`config.mk`:
```
export PLATFORM = sky130hd
export DESIGN_NAME = terrain_check_arbiter
export DESIGN_NICKNAME = d
export VERILOG_FILES = /design/src/rtl/terrain_check_arbiter.sv
export SDC_FILE = /design/constraint.sdc
export NUM_CORES = 1
export LEC_CHECK = 0
export ABC_AREA = 1
export BUFFER_PORTS_ARGS = -buffer_cell sky130_fd_sc_hd__buf_4
export CAP_MARGIN = 20
export CORE_ASPECT_RATIO = 0.8
export CORE_MARGIN = 1
export CORE_UTILIZATION = 43
export CTS_CLUSTER_DIAMETER = 80
export CTS_CLUSTER_SIZE = 30
export DETAILED_ROUTE_END_ITERATION = 12
export PLACE_DENSITY = 0.77
export SLEW_MARGIN = 40
export SYNTH_ARGS = -nofsm -noshare
export SYNTH_HDL_FRONTEND = slang
export SYNTH_SLANG_ARGS = --single-unit
```
`constraint.sdc`:
```
create_clock -name Clk -period 2.18 [get_ports Clk]
set_input_delay 0.436 -clock Clk [delete_from_list [all_inputs] [get_ports Clk]]
set_output_delay 0.436 -clock Clk [all_outputs]
set_load 0.005 [all_outputs]
```
`src/rtl/terrain_check_arbiter.sv`:
```
// Round-robin time-sharing of the single terrain classifier between movers:
// one lookup per requester per frame, result routed back to its owner.
`timescale 1ns/1ps
module terrain_check_arbiter #(
  parameter int NREQ    = 4,
  parameter int CHK_LAT = 2,
  parameter int IDW     = 3
) (
  input  logic                 Clk,
  input  logic                 Reset,
  input  logic                 frame_start,
  input  logic [NREQ-1:0]      req,
  input  logic [10*NREQ-1:0]   req_x,
  input  logic [10*NREQ-1:0]   req_y,
  input  logic [10*NREQ-1:0]   req_s,
  output logic [9:0]           chk_x,
  output logic [9:0]           chk_y,
  output logic [9:0]           chk_s,
  input  logic [1:0]           chk_floor,
  input  logic [9:0]           chk_ynew,
  output logic [NREQ-1:0]      gnt,
  output logic                 rsp_valid,
  output logic [IDW-1:0]       rsp_id,
  output logic [1:0]           rsp_class,
  output logic [9:0]           rsp_ynew,
  output logic                 busy,
  output logic                 frame_done,
  output logic                 overrun
);

  localparam int CW = (CHK_LAT > 1) ? $clog2(CHK_LAT) : 1;
  localparam logic [CW-1:0] WAIT_LAST = CW'(CHK_LAT - 1);

  typedef enum logic [1:0] {IDLE, WAIT, CAPTURE} state_t;

  state_t              state, state_nxt;
  logic [NREQ-1:0]     served, eligible;
  logic [IDW-1:0]      rr_ptr, win_id, cur_id;
  logic                win_found;
  logic [CW-1:0]       wait_cnt;
  logic                done_flag;
  logic [2*NREQ-1:0]   elig_rot;

  function automatic logic [IDW-1:0] next_id(input logic [IDW-1:0] id);
    int n;
    n = int'(id) + 1;
    if (n >= NREQ) n = 0;
    return IDW'(n);
  endfunction

  function automatic logic [9:0] pick(input logic [10*NREQ-1:0] vec, input logic [IDW-1:0] id);
    logic [9:0] r;
    r = '0;
    for (int i = 0; i < NREQ; i++)
      if (IDW'(i) == id) r = vec[10*i +: 10];
    return r;
  endfunction

  assign eligible = req & ~served;

  // Rotate eligibility so bit 0 is the requester at rr_ptr; first set bit wins.
  always_comb begin
    int idx;
    idx       = 0;
    win_found = 1'b0;
    win_id    = '0;
    elig_rot  = {eligible, eligible} >> rr_ptr;
    for (int off = 0; off < NREQ; off++) begin
      if (!win_found && elig_rot[off]) begin
        win_found = 1'b1;
        idx = int'(rr_ptr) + off;
        if (idx >= NREQ) idx = idx - NREQ;
        win_id = IDW'(idx);
      end
    end
  end

  always_ff @(posedge Clk or negedge Reset) begin
    if (!Reset) state <= IDLE;
    else        state <= state_nxt;
  end

  always_comb begin
    state_nxt = state;
    case (state)
      IDLE:    if (win_found) state_nxt = WAIT;
      WAIT:    if (wait_cnt == WAIT_LAST) state_nxt = CAPTURE;
      CAPTURE: state_nxt = IDLE;
      default: state_nxt = IDLE;
    endcase
  end

  always_ff @(posedge Clk or negedge Reset) begin
    if (!Reset) begin
      served     <= '0;
      rr_ptr     <= '0;
      cur_id     <= '0;
      wait_cnt   <= '0;
      done_flag  <= 1'b0;
      gnt        <= '0;
      busy       <= 1'b0;
      chk_x      <= '0;
      chk_y      <= '0;
      chk_s      <= '0;
      rsp_valid  <= 1'b0;
      rsp_id     <= '0;
      rsp_class  <= '0;
      rsp_ynew   <= '0;
      frame_done <= 1'b0;
      overrun    <= 1'b0;
    end else begin
      rsp_valid  <= 1'b0;
      frame_done <= 1'b0;
      overrun    <= frame_start & busy;
      if (frame_start) done_flag <= 1'b0;

      case (state)
        IDLE: begin
          if (win_found) begin
            gnt      <= NREQ'(1) << win_id;
            cur_id   <= win_id;
            chk_x    <= pick(req_x, win_id);
            chk_y    <= pick(req_y, win_id);
            chk_s    <= pick(req_s, win_id);
            busy     <= 1'b1;
            wait_cnt <= '0;
            rr_ptr   <= next_id(win_id);
          end else if (!frame_start && !done_flag && (served != '0)) begin
            frame_done <= 1'b1;
            done_flag  <= 1'b1;
          end
        end
        WAIT: wait_cnt <= wait_cnt + CW'(1);
        CAPTURE: begin
          rsp_valid <= 1'b1;
          rsp_id    <= cur_id;
          rsp_class <= chk_floor;
          rsp_ynew  <= chk_ynew;
          gnt       <= '0;
          busy      <= 1'b0;
        end
        default: ;
      endcase

      // A new frame clears served first; a capture on the same edge still marks its owner.
      if (state == CAPTURE)
        served <= (frame_start ? '0 : served) | (NREQ'(1) << cur_id);
      else if (frame_start)
        served <= '0;
    end
  end

endmodule

```
== After elaboration in Yosys (flattened, before gate mapping) ==
Cells that the tools add are included.
W data, S select, Z words.

* Bits in registers: 67
* Input port bits: 139
* Output and inout bits: 53
* Logic and storage cells: 108

* $add $sub $neg: 9
* $lt $le $gt $ge: 5
* Equal/unequal tests: 7
* Shift operators: 3
* Mux-type cells: 44
* Bitwise logic cells: 4
* Reduce and logical (&&, ||, !) cells: 19

{| class="wikitable"
|+ Operator list
! operator !! count
|-
| $mux W10 || 12
|-
| $mux W3 || 9
|-
| $ge A4 B3 Y1 const B || 4
|-
| $mux W1 || 14
|-
| $mux W4 || 3
|-
| $sub A3 B3 Y3 const B || 4
|-
| $add A3 B1 Y4 const B || 2
|-
| $add A3 B2 Y4 const B || 2
|-
| $pmux W4 S2 || 1
|-
| $reduce_and A2 Y1 || 4
|-
| $shl A1 B3 Y4 const A || 2
|-
| $shr A8 B3 Y4 || 1
|-
| $eq A2 B3 Y1 const A || 2
|-
| $logic_and A1 B1 Y1 || 5
|-
| $logic_not A1 Y1 || 5
|-
| $and A4 B4 Y4 || 1
|-
| $mux W2 || 2
|-
| $ne A2 B2 Y1 const B || 2
|-
| $not A4 Y4 || 1
|-
| $or A4 B4 Y4 || 1
|-
| $pmux W1 S2 || 2
|-
| $pmux W2 S2 || 1
|-
| $reduce_bool A2 Y1 || 2
|-
| $reduce_bool A4 Y1 || 1
|-
| other kinds (8) || 8
|}

== Longest topological paths before layout ==
Gate-level depths: netlist (run 1).

* Depth in word-level cells: 18
* Gate-level depth with buffers: 20
* Gate-level depth less buffers: 18

== Worst setup path after synthesis (run 1) ==
OpenSTA, ideal clock, no wires.

* Path type: flip-flop to flip-flop
* From: register rr_ptr[0]
* To: register chk_x[2]
* Setup time: 116 ps
* Arrival time: 2292 ps
* Data required time: 2064 ps
* Path slack: -229 ps
* Stages on the path, launching flop included: 20
* Buffers on the path: 3
* Clock period less this slack: 2409 ps
* Cell sequence: dfrtp_1 -> inv_2 -> nand3_2 -> nand2_1 -> nand2_1 -> nand2_2 -> nor2_4 -> nand3_2 -> nand2_1 -> nand2_2 -> buf_6 -> inv_1 -> ha_1 -> clkbuf_1 -> clkbuf_1 -> nor2_1 -> nand3_2 -> nand2_1 -> nand2_1 -> nand2_1

* Longest elaborated chain between the ends: 16
* Elaborated cells between the ends (all ways): 39
* Classes of those cells: add/sub (7); order compare (4); eq/ne (3); shift (1); mux (16); reduce/logical (8)

{| class="wikitable"
|+ Ends and longest elaborated chain
! what !! line !! text
|-
| from (decl) || 38 || <nowiki>logic [IDW-1:0] rr_ptr, win_id, cur_id;</nowiki>
|-
| from (signal assigned) || 127 || <nowiki>rr_ptr <= next_id(win_id);</nowiki>
|-
| parallel branches: the longest is 10 deep, another holds $add A3 B1 Y4 || n/a ||
|-
| $mux W3 (*) || 69 || <nowiki>if (!win_found && elig_rot[off]) begin</nowiki>
|-
| via win_id[0] || 38 ||
|-
| $logic_not A3 Y1 || 55 || <nowiki>if (IDW'(i) == id) r = vec[10*i +: 10];</nowiki>
|-
| $mux W10 (3 in a row) || 55 ||
|-
| $mux W10 (*) || 55 ||
|-
| to (signal assigned) || 122 || <nowiki>chk_x <= pick(req_x, win_id);</nowiki>
|-
| to (decl) || 16 || <nowiki>output logic [9:0] chk_x,</nowiki>
|}

Mark *: on every way through the listed nets, which the timed path passes.
A chain may end at the register's enable or synchronous reset.

== Final worst setup path (run 1) ==
* From: register served[1]
* To: register chk_y[8]

* Longest elaborated chain between the ends: 18
* Elaborated cells between the ends (all ways): 26
* Classes of those cells: eq/ne (3); shift (1); mux (12); bitwise (2); reduce/logical (8)

{| class="wikitable"
|+ Ends and longest elaborated chain
! what !! line !! text
|-
| from (decl) || 37 || <nowiki>logic [NREQ-1:0] served, eligible;</nowiki>
|-
| from (signal assigned) || 147 || <nowiki>served <= (frame_start ? '0 : served) | (NREQ'(1) << cur_id);</nowiki>
|-
| $not A4 Y4 (*) || 59 || <nowiki>assign eligible = req & ~served;</nowiki>
|-
| $and A4 B4 Y4 (*) || 59 ||
|-
| $shr A8 B3 Y4 (*) || 67 || <nowiki>elig_rot = {eligible, eligible} >> rr_ptr;</nowiki>
|-
| $mux W1 || 69 ||
|-
| $logic_not A1 Y1 || 69 ||
|-
| $logic_and A1 B1 Y1 || 69 ||
|-
| $mux W1 || 69 ||
|-
| $logic_not A1 Y1 || 69 ||
|-
| $logic_and A1 B1 Y1 || 69 ||
|-
| $mux W1 || 69 ||
|-
| $logic_not A1 Y1 || 69 ||
|-
| $logic_and A1 B1 Y1 || 69 ||
|-
| $mux W3 (*) || 69 ||
|-
| via win_id[0] || 38 ||
|-
| $logic_not A3 Y1 || 55 ||
|-
| $mux W10 (3 in a row) || 55 ||
|-
| $mux W10 (*) || 55 ||
|-
| to (signal assigned) || 123 || <nowiki>chk_y <= pick(req_y, win_id);</nowiki>
|-
| to (decl) || 17 || <nowiki>output logic [9:0] chk_y,</nowiki>
|}

The timed path passes the listed nets; every way through them passes the cells marked *.

==> run_results.csv, run 1 <==
group,metric,value,unit
final_layout,syn2layout_area_growth,62.8,%
pwr,p_int,6.49,mW
job,drv_cap,0,
clock_network,clk-insertion-delay-late,0.33,ns
logic_synthesis,synth_seq_cells,67,
placement,hpwlAfterDp,9.42,mm
routing,drt_iter0_markers,205,
logic_synthesis,syn-mean-instance-area,6.54,sq um
logic_synthesis,synth_cell_type_count,30,
sta,fmax,419,MHz
die,row_count,32,
final_layout,layout_commonest_cell,"buf_4",
routing,drc,0,
placement,placedInstanceArea,0.00608,sq mm
clock_network,htreeDepth,3,
die,die_x,113,um
global_route,grt_pass1_vias,4576,
status,violations,"negative setup slack",
logic_synthesis,synthTopCellsByArea,"dfrtp_1, nand2_1, nor2_1",
critical_path,critPathMaxFanout,6,
global_route,antenna_found_initial,0,
final_layout,final_area,0.00692,sq mm
final_layout,fillers,771,
sta,finClkSkew,0.00783,ns
critical_path,worstSetupPathType,"reg2reg",
logic_synthesis,async_flop_share,100,%
die,ios,192,
logic_synthesis,ys_warn_count,0,
final_layout,final_cell_mix,"buf_4, nand2_1, nor2_1",
clock_network,root_buffer,"clkbuf_16",
sta,whs,0.303,ns
routing,drtPass1Iterations,5,
placement,portBuffers,191,
pwr,clock_power_share,11.9,%
placement,dp_cells,962,
pwr,p_seq_share,17.5,%
routing,ant_nets,0,
critical_path,required,2.39,ns
sta,worst_pin_slew,0.691,ns
routing,finalWirelength,14.4,mm
pwr,power_switching,5.75,mW
sta,period_share,109,%
logic_synthesis,syn_inst,650,
clock_network,cts_max_path_buffers,2,
sta,hold_viol_final,0,
sta,rsz0062_at_grt,"yes",
global_route,grt_usage,27.1,%
sta,fin_ws,-0.204,ns
final_layout,diodes,0,
final_layout,finish.utilization,72.0,%
final_layout,drive_gt1_share,39.9,%
pwr,combPwrFrac,70.6,%
sta,setup_viol,31,
final_layout,nets,1019,
clock_network,clock-sinks,67,
routing,wl_per_cell,14.4,um
critical_path,end_kind,"register",
pwr,power_density,1770,mW/mm^2
sta,slew_headroom,53.9,%
logic_synthesis,synth_nets,794,
pwr,p_sw_share,47.0,%
logic_synthesis,synth_edf_count,0,
logic_synthesis,synth_top_area_share,39.5,%
die,coreArea,0.00961,sq mm
placement,gp_congestion,0.886,
sta,period_minus_slack,2.38,ns
logic_synthesis,synth_seq_area_share,39.5,%
pwr,max-vdd-ir-drop,0.982,mV
die,start_util,44.2,%
die,die_h,90.9,um
critical_path,startpoint_type,"register",
sta,tns,-5.07,ns
global_route,overflow,0,
critical_path,worstPathArrival,2.59,ns
pwr,leakagePower,3.95,nW
status,status,"finished, violations left",
routing,viasPerCell,4.95,
final_layout,instances_no_fill,999,
logic_synthesis,netlist_area,0.00425,sq mm
global_route,grt_max_degree,61,
sta,drv_slew,0,
global_route,grt_first_pass_wirelength,22.0,mm
die,dieArea,0.0103,sq mm
min_path,hold_path.class,"in2reg",
logic_synthesis,yosysTopAreaCell,"dfrtp_1",
clock_network,cts_tree,"yes",
logic_synthesis,synth_flop_cell,"dfrtp_1",
routing,vias,4950,
pwr,total_power,12.2,mW
clock_network,cts_buffers,9,
placement,place_ws,-0.165,ns
clock_network,clk_pin_slew,0.06,ns
## worst paths after layout
path | from | to | slack, ns | cells after the start
worst max-delay path | served[1] | chk_y[8] | -0.20 | 18
min in group asynchronous | Reset | chk_y[5] | 0.47 | 2
max in group asynchronous | Reset | rr_ptr[0] | 1.15 | 3
worst min register to register | cur_id[2] | served[1] | 0.47 | 1
worst max register to register | served[1] | chk_y[8] | -0.20 | 18
worst min-delay path | chk_ynew[1] | rsp_ynew[1] | 0.30 | 3
## cell families (layout without fill, tap and decap cells)
kind of cell,count (synthesis),in the layout,share of synthesized area [%]
simple gates,418,418,41.4
buf+inv,114,344,11.8
flops,67,67,39.5
compound gates,45,45,5.71
fa+ha+maj,5,5,1.47
other cells,1,1,0.0883
## per-layer routing
layer | track usage [%] | vias to the layer above | routed length, um
met1 | 34.5 | 2322 | 6080
li1 | - | 2421 | -
met2 | 46.9 | 184 | 7320
met4 | 6.25 | 0 | 201
met5 | 0 | - | 0
met3 | 5.70 | 23 | 808
## critical path, cell delays in order (launching register included)
cell       delay [ns]
dfrtp_1          0.39
inv_2            0.11
nand3_1          0.16
nand3_1          0.15
nand2_1          0.14
a21oi_1          0.18
nand2_1          0.08
nand2_2          0.10
inv_4            0.06
ha_4             0.16
ha_4             0.16
inv_4            0.06
nor2_4           0.05
buf_6            0.13
clkbuf_16        0.16
nand2_1          0.06
nand2_1          0.04
inv_1            0.04
nand2_1          0.06
## area by class of cell
| cell class | count | area (sq um) | area share, % |
|---|---|---|---|
| multi-input combinational | 469 | 2420 | 35.0 |
| timing repair buffer | 246 | 2040 | 29.5 |
| sequential | 67 | 1680 | 24.3 |
| inverter | 82 | 328 | 4.74 |
| clock inverter | 7 | 75.1 | 1.09 |
| clock buffer | 9 | 225 | 3.26 |
| tap | 119 | 149 | 2.15 |
## what timing repair did
action / CTS / global route
pin swaps: 31 / 19
resized for setup: 36 / 53
hold buffers: 1 / 0
endpoints found under the setup margin: 31 / 32
hold endpoints to repair: 7 / 0
buffers inserted: 9 / 6
gates cloned: 2 / 4
## power groups by stage
| stage | Sequential, mW | Combinational (mW) | Clock [mW] |
|---|---|---|---|
| global placement | 2.12 | 7.13 | 0 |
| floorplan | 2.13 | 5.09 | 0 |
| global route | 2.20 | 9.51 | 1.54 |
| detailed placement | 2.13 | 7.31 | 0 |
| CTS | 2.13 | 7.74 | 1.49 |
| finish | 2.14 | 8.64 | 1.46 |
## sequential cells by signal, indices dropped and copies added (netlist names)
name / flops
busy: 1
chk_s: 10
chk_x: 10
chk_y: 10
cur_id: 3
done_flag: 1
frame_done: 1
gnt: 4
overrun: 1
rr_ptr: 3
rsp_class: 2
rsp_id: 3
rsp_valid: 1
rsp_ynew: 10
served: 4
state: 2
wait_cnt: 1
## synthesized netlist by cell type (2+ instances only)
master / number
nand2_1: 250
nor2_1: 99
inv_1: 79
dfrtp_1: 67
nand3_1: 43
a21oi_1: 31
clkbuf_1: 16
nand3_2: 12
buf_4: 6
buf_6: 6
ha_1: 5
buf_2: 4
nand2_2: 4
o21ai_0: 4
o22ai_1: 4
nor2_2: 3
inv_2: 2
nor2_4: 2
o21ai_1: 2
Note: power is estimated with default switching activity, not from simulation.
==> run 2: changes to the inputs <==
- SETUP_SLACK_MARGIN: not set -> 0.3
==> run 2 against run 1 <==
Compared with the run above:
- the run still ends with negative setup slack left
- maximum frequency is 0.92% higher
- critical path depth is 1 higher
- first-iteration DRC count is 41% higher
- sequential share of layout area is 0.15 points lower
- highest routed layer unchanged
- utilization is 0.49 points higher
- clock power is 6% higher
- clock-buffer cell count is 1 higher
- power is 4.3% higher
- cell count is 0.10% lower
- non-clock buffer count is 1 lower
- die area stayed put
==> run_results.csv, run 2 (synthesized netlist as in run 1, its figures left out) <==
group,metric,value,unit
pwr,max-vdd-ir-drop,0.780,mV
job,drv_cap,0,
critical_path,crit_chain,"clkinv_4 > nand3_2 > nand2_2 > nand2_2 > nand2_4 > nor2_4 > nand3_4 > nand2_2 > nand2_4 > inv_4 > ha_4 > ha_4 > inv_4 > nor2_4 > buf_4 > nand2_1 > nand2_1 > inv_1 > nand2_1",
routing,drtPass1Iterations,5,
clock_network,htreeDepth,3,
sta,slew_headroom,46.1,%
critical_path,cp_slowest_cell,"dfrtp_2",
routing,finalWirelength,14.1,mm
global_route,grt_first_pass_wirelength,20.9,mm
final_layout,multiInputGateArea,0.00241,sq mm
clock_network,ctsHoldBuffers,0,
status,violations,"negative setup slack",
critical_path,cp-startpoint,"rr_ptr[0]",
global_route,grt_usage,25.7,%
die,die_x,113,um
sta,drv_slew,0,
clock_network,cts_max_path_buffers,2,
sta,fin_ws,-0.182,ns
placement,hpwlAfterDp,9.58,mm
die,die_h,90.9,um
clock_network,clk-insertion-delay-late,0.33,ns
clock_network,clock-sinks,67,
clock_network,root_buffer,"clkbuf_16",
routing,drt_iter0_markers,290,
global_route,grt_max_degree,68,
pwr,leakagePower,3.93,nW
critical_path,worstPathArrival,2.62,ns
die,row_count,32,
final_layout,drive_gt1_share,39.2,%
sta,whs,0.0963,ns
clock_network,cts_tree,"yes",
sta,finClkSkew,0.0103,ns
placement,dp_cells,964,
clock_network,cts_buffers,9,
critical_path,r2r-start,"rr_ptr[0]",
routing,wl_per_cell,14.1,um
sta,fmax,423,MHz
routing,drc,0,
die,ios,192,
final_layout,instances_no_fill,998,
routing,viasPerCell,4.94,
status,status,"finished, violations left",
critical_path,critPathMaxFanout,6,
global_route,antenna_found_initial,0,
final_layout,diodes,0,
placement,portBuffers,191,
final_layout,layout_commonest_cell,"nand2_1",
pwr,power_density,1830,mW/mm^2
die,start_util,44.2,%
routing,ant_nets,0,
sta,tns,-4.29,ns
critical_path,slowest_delay,0.45,ns
sta,worst_pin_slew,0.808,ns
min_path,hold_path.class,"in2async",
critical_path,path_delay_family,"simple AND/OR/NAND/NOR gates",
critical_path,required,2.44,ns
final_layout,fillers,767,
global_route,overflow,0,
sta,period_share,108,%
final_layout,nets,1018,
final_layout,syn2layout_area_growth,63.9,%
placement,place_ws,-0.188,ns
critical_path,end_kind,"register",
routing,vias,4928,
critical_path,worstSetupPathType,"reg2reg",
sta,period_minus_slack,2.36,ns
final_layout,final_cell_mix,"nand2_1, buf_4, nor2_1",
clock_network,clk_pin_slew,0.06,ns
sta,rsz0062_at_grt,"yes",
global_route,grt_pass1_vias,4499,
die,coreArea,0.00961,sq mm
sta,setup_viol,30,
placement,gp_congestion,0.858,
critical_path,startpoint_type,"register",
final_layout,finish.utilization,72.5,%
sta,hold_viol_final,0,
die,dieArea,0.0103,sq mm
final_layout,seqCellArea,0.00168,sq mm
critical_path,crit_buf_inv,5,
==> run 2: cell types whose count changed in the layout (fill, tap and decap cells not counted), moves of 5 or more <==
cell     delta
nand2_1     +8
nand2_4     -5
inv_1       +5
nand3_2     +5
inv_2       -6
buf_4       -5
==> run 2: cell type report <==
cell class / count / area share, %
clock inverter: 6 / 1.29
inverter: 82 / 4.89
tap: 119 / 2.14
sequential: 67 / 24.1
timing repair buffer: 245 / 29.7
multi-input combinational: 469 / 34.6
clock buffer: 10 / 3.29
==> run 2: layer usage <==
layer	global-route usage, %	wire length, um	up-vias	share of wire, %
met1	32.3	5990	2289	43
met5	0	0	-	0
met3	4.56	777	19	5.5
met2	44.7	7080	199	50
met4	8.11	222	0	1.6
li1	-	-	2421	-
==> run 2: final timing paths <==
| check | to | slack [ns] | cells past startpoint |
|---|---|---|---|
| max | chk_x[8] | -0.18 | 19 |
| min | rsp_ynew[6] | 0.1 | 1 |
| max reg2reg | chk_x[8] | -0.18 | 19 |
| min reg2reg | rsp_ynew[5] | 0.47 | 2 |
| max in group asynchronous | rr_ptr[1] | 1.62 | 1 |
| min in group Clk | rsp_ynew[3] | 0.30 | 3 |
==> run 2: power by group <==
| part | internal (mW) | switching (mW) |
|---|---|---|
| clock network | 1.00 | 0.548 |
| registers | 1.81 | 0.360 |
| logic | 4.11 | 4.94 |
==> run 2: through the flow <==
| stage | area [sq um] | power [mW] |
|---|---|---|
| 2_1_floorplan | 4430 | 7.26 |
| 3_3_place_gp | 6130 | 9.46 |
| 3_5_place_dp | 6130 | 9.70 |
| 4_1_cts | 6610 | 11.7 |
| 5_1_grt | 6960 | 13.7 |
| 6_report | 6960 | 12.8 |
==> run 2: timing repair <==
action | 4_1_cts | 5_1_grt
hold endpoints to repair | 0 | 0
gates resized for setup | 27 | 58
gates cloned | 0 | 3
setup buffers | 8 | 7
endpoints found under the setup margin | 38 | 42
pin swaps | 6 | 15
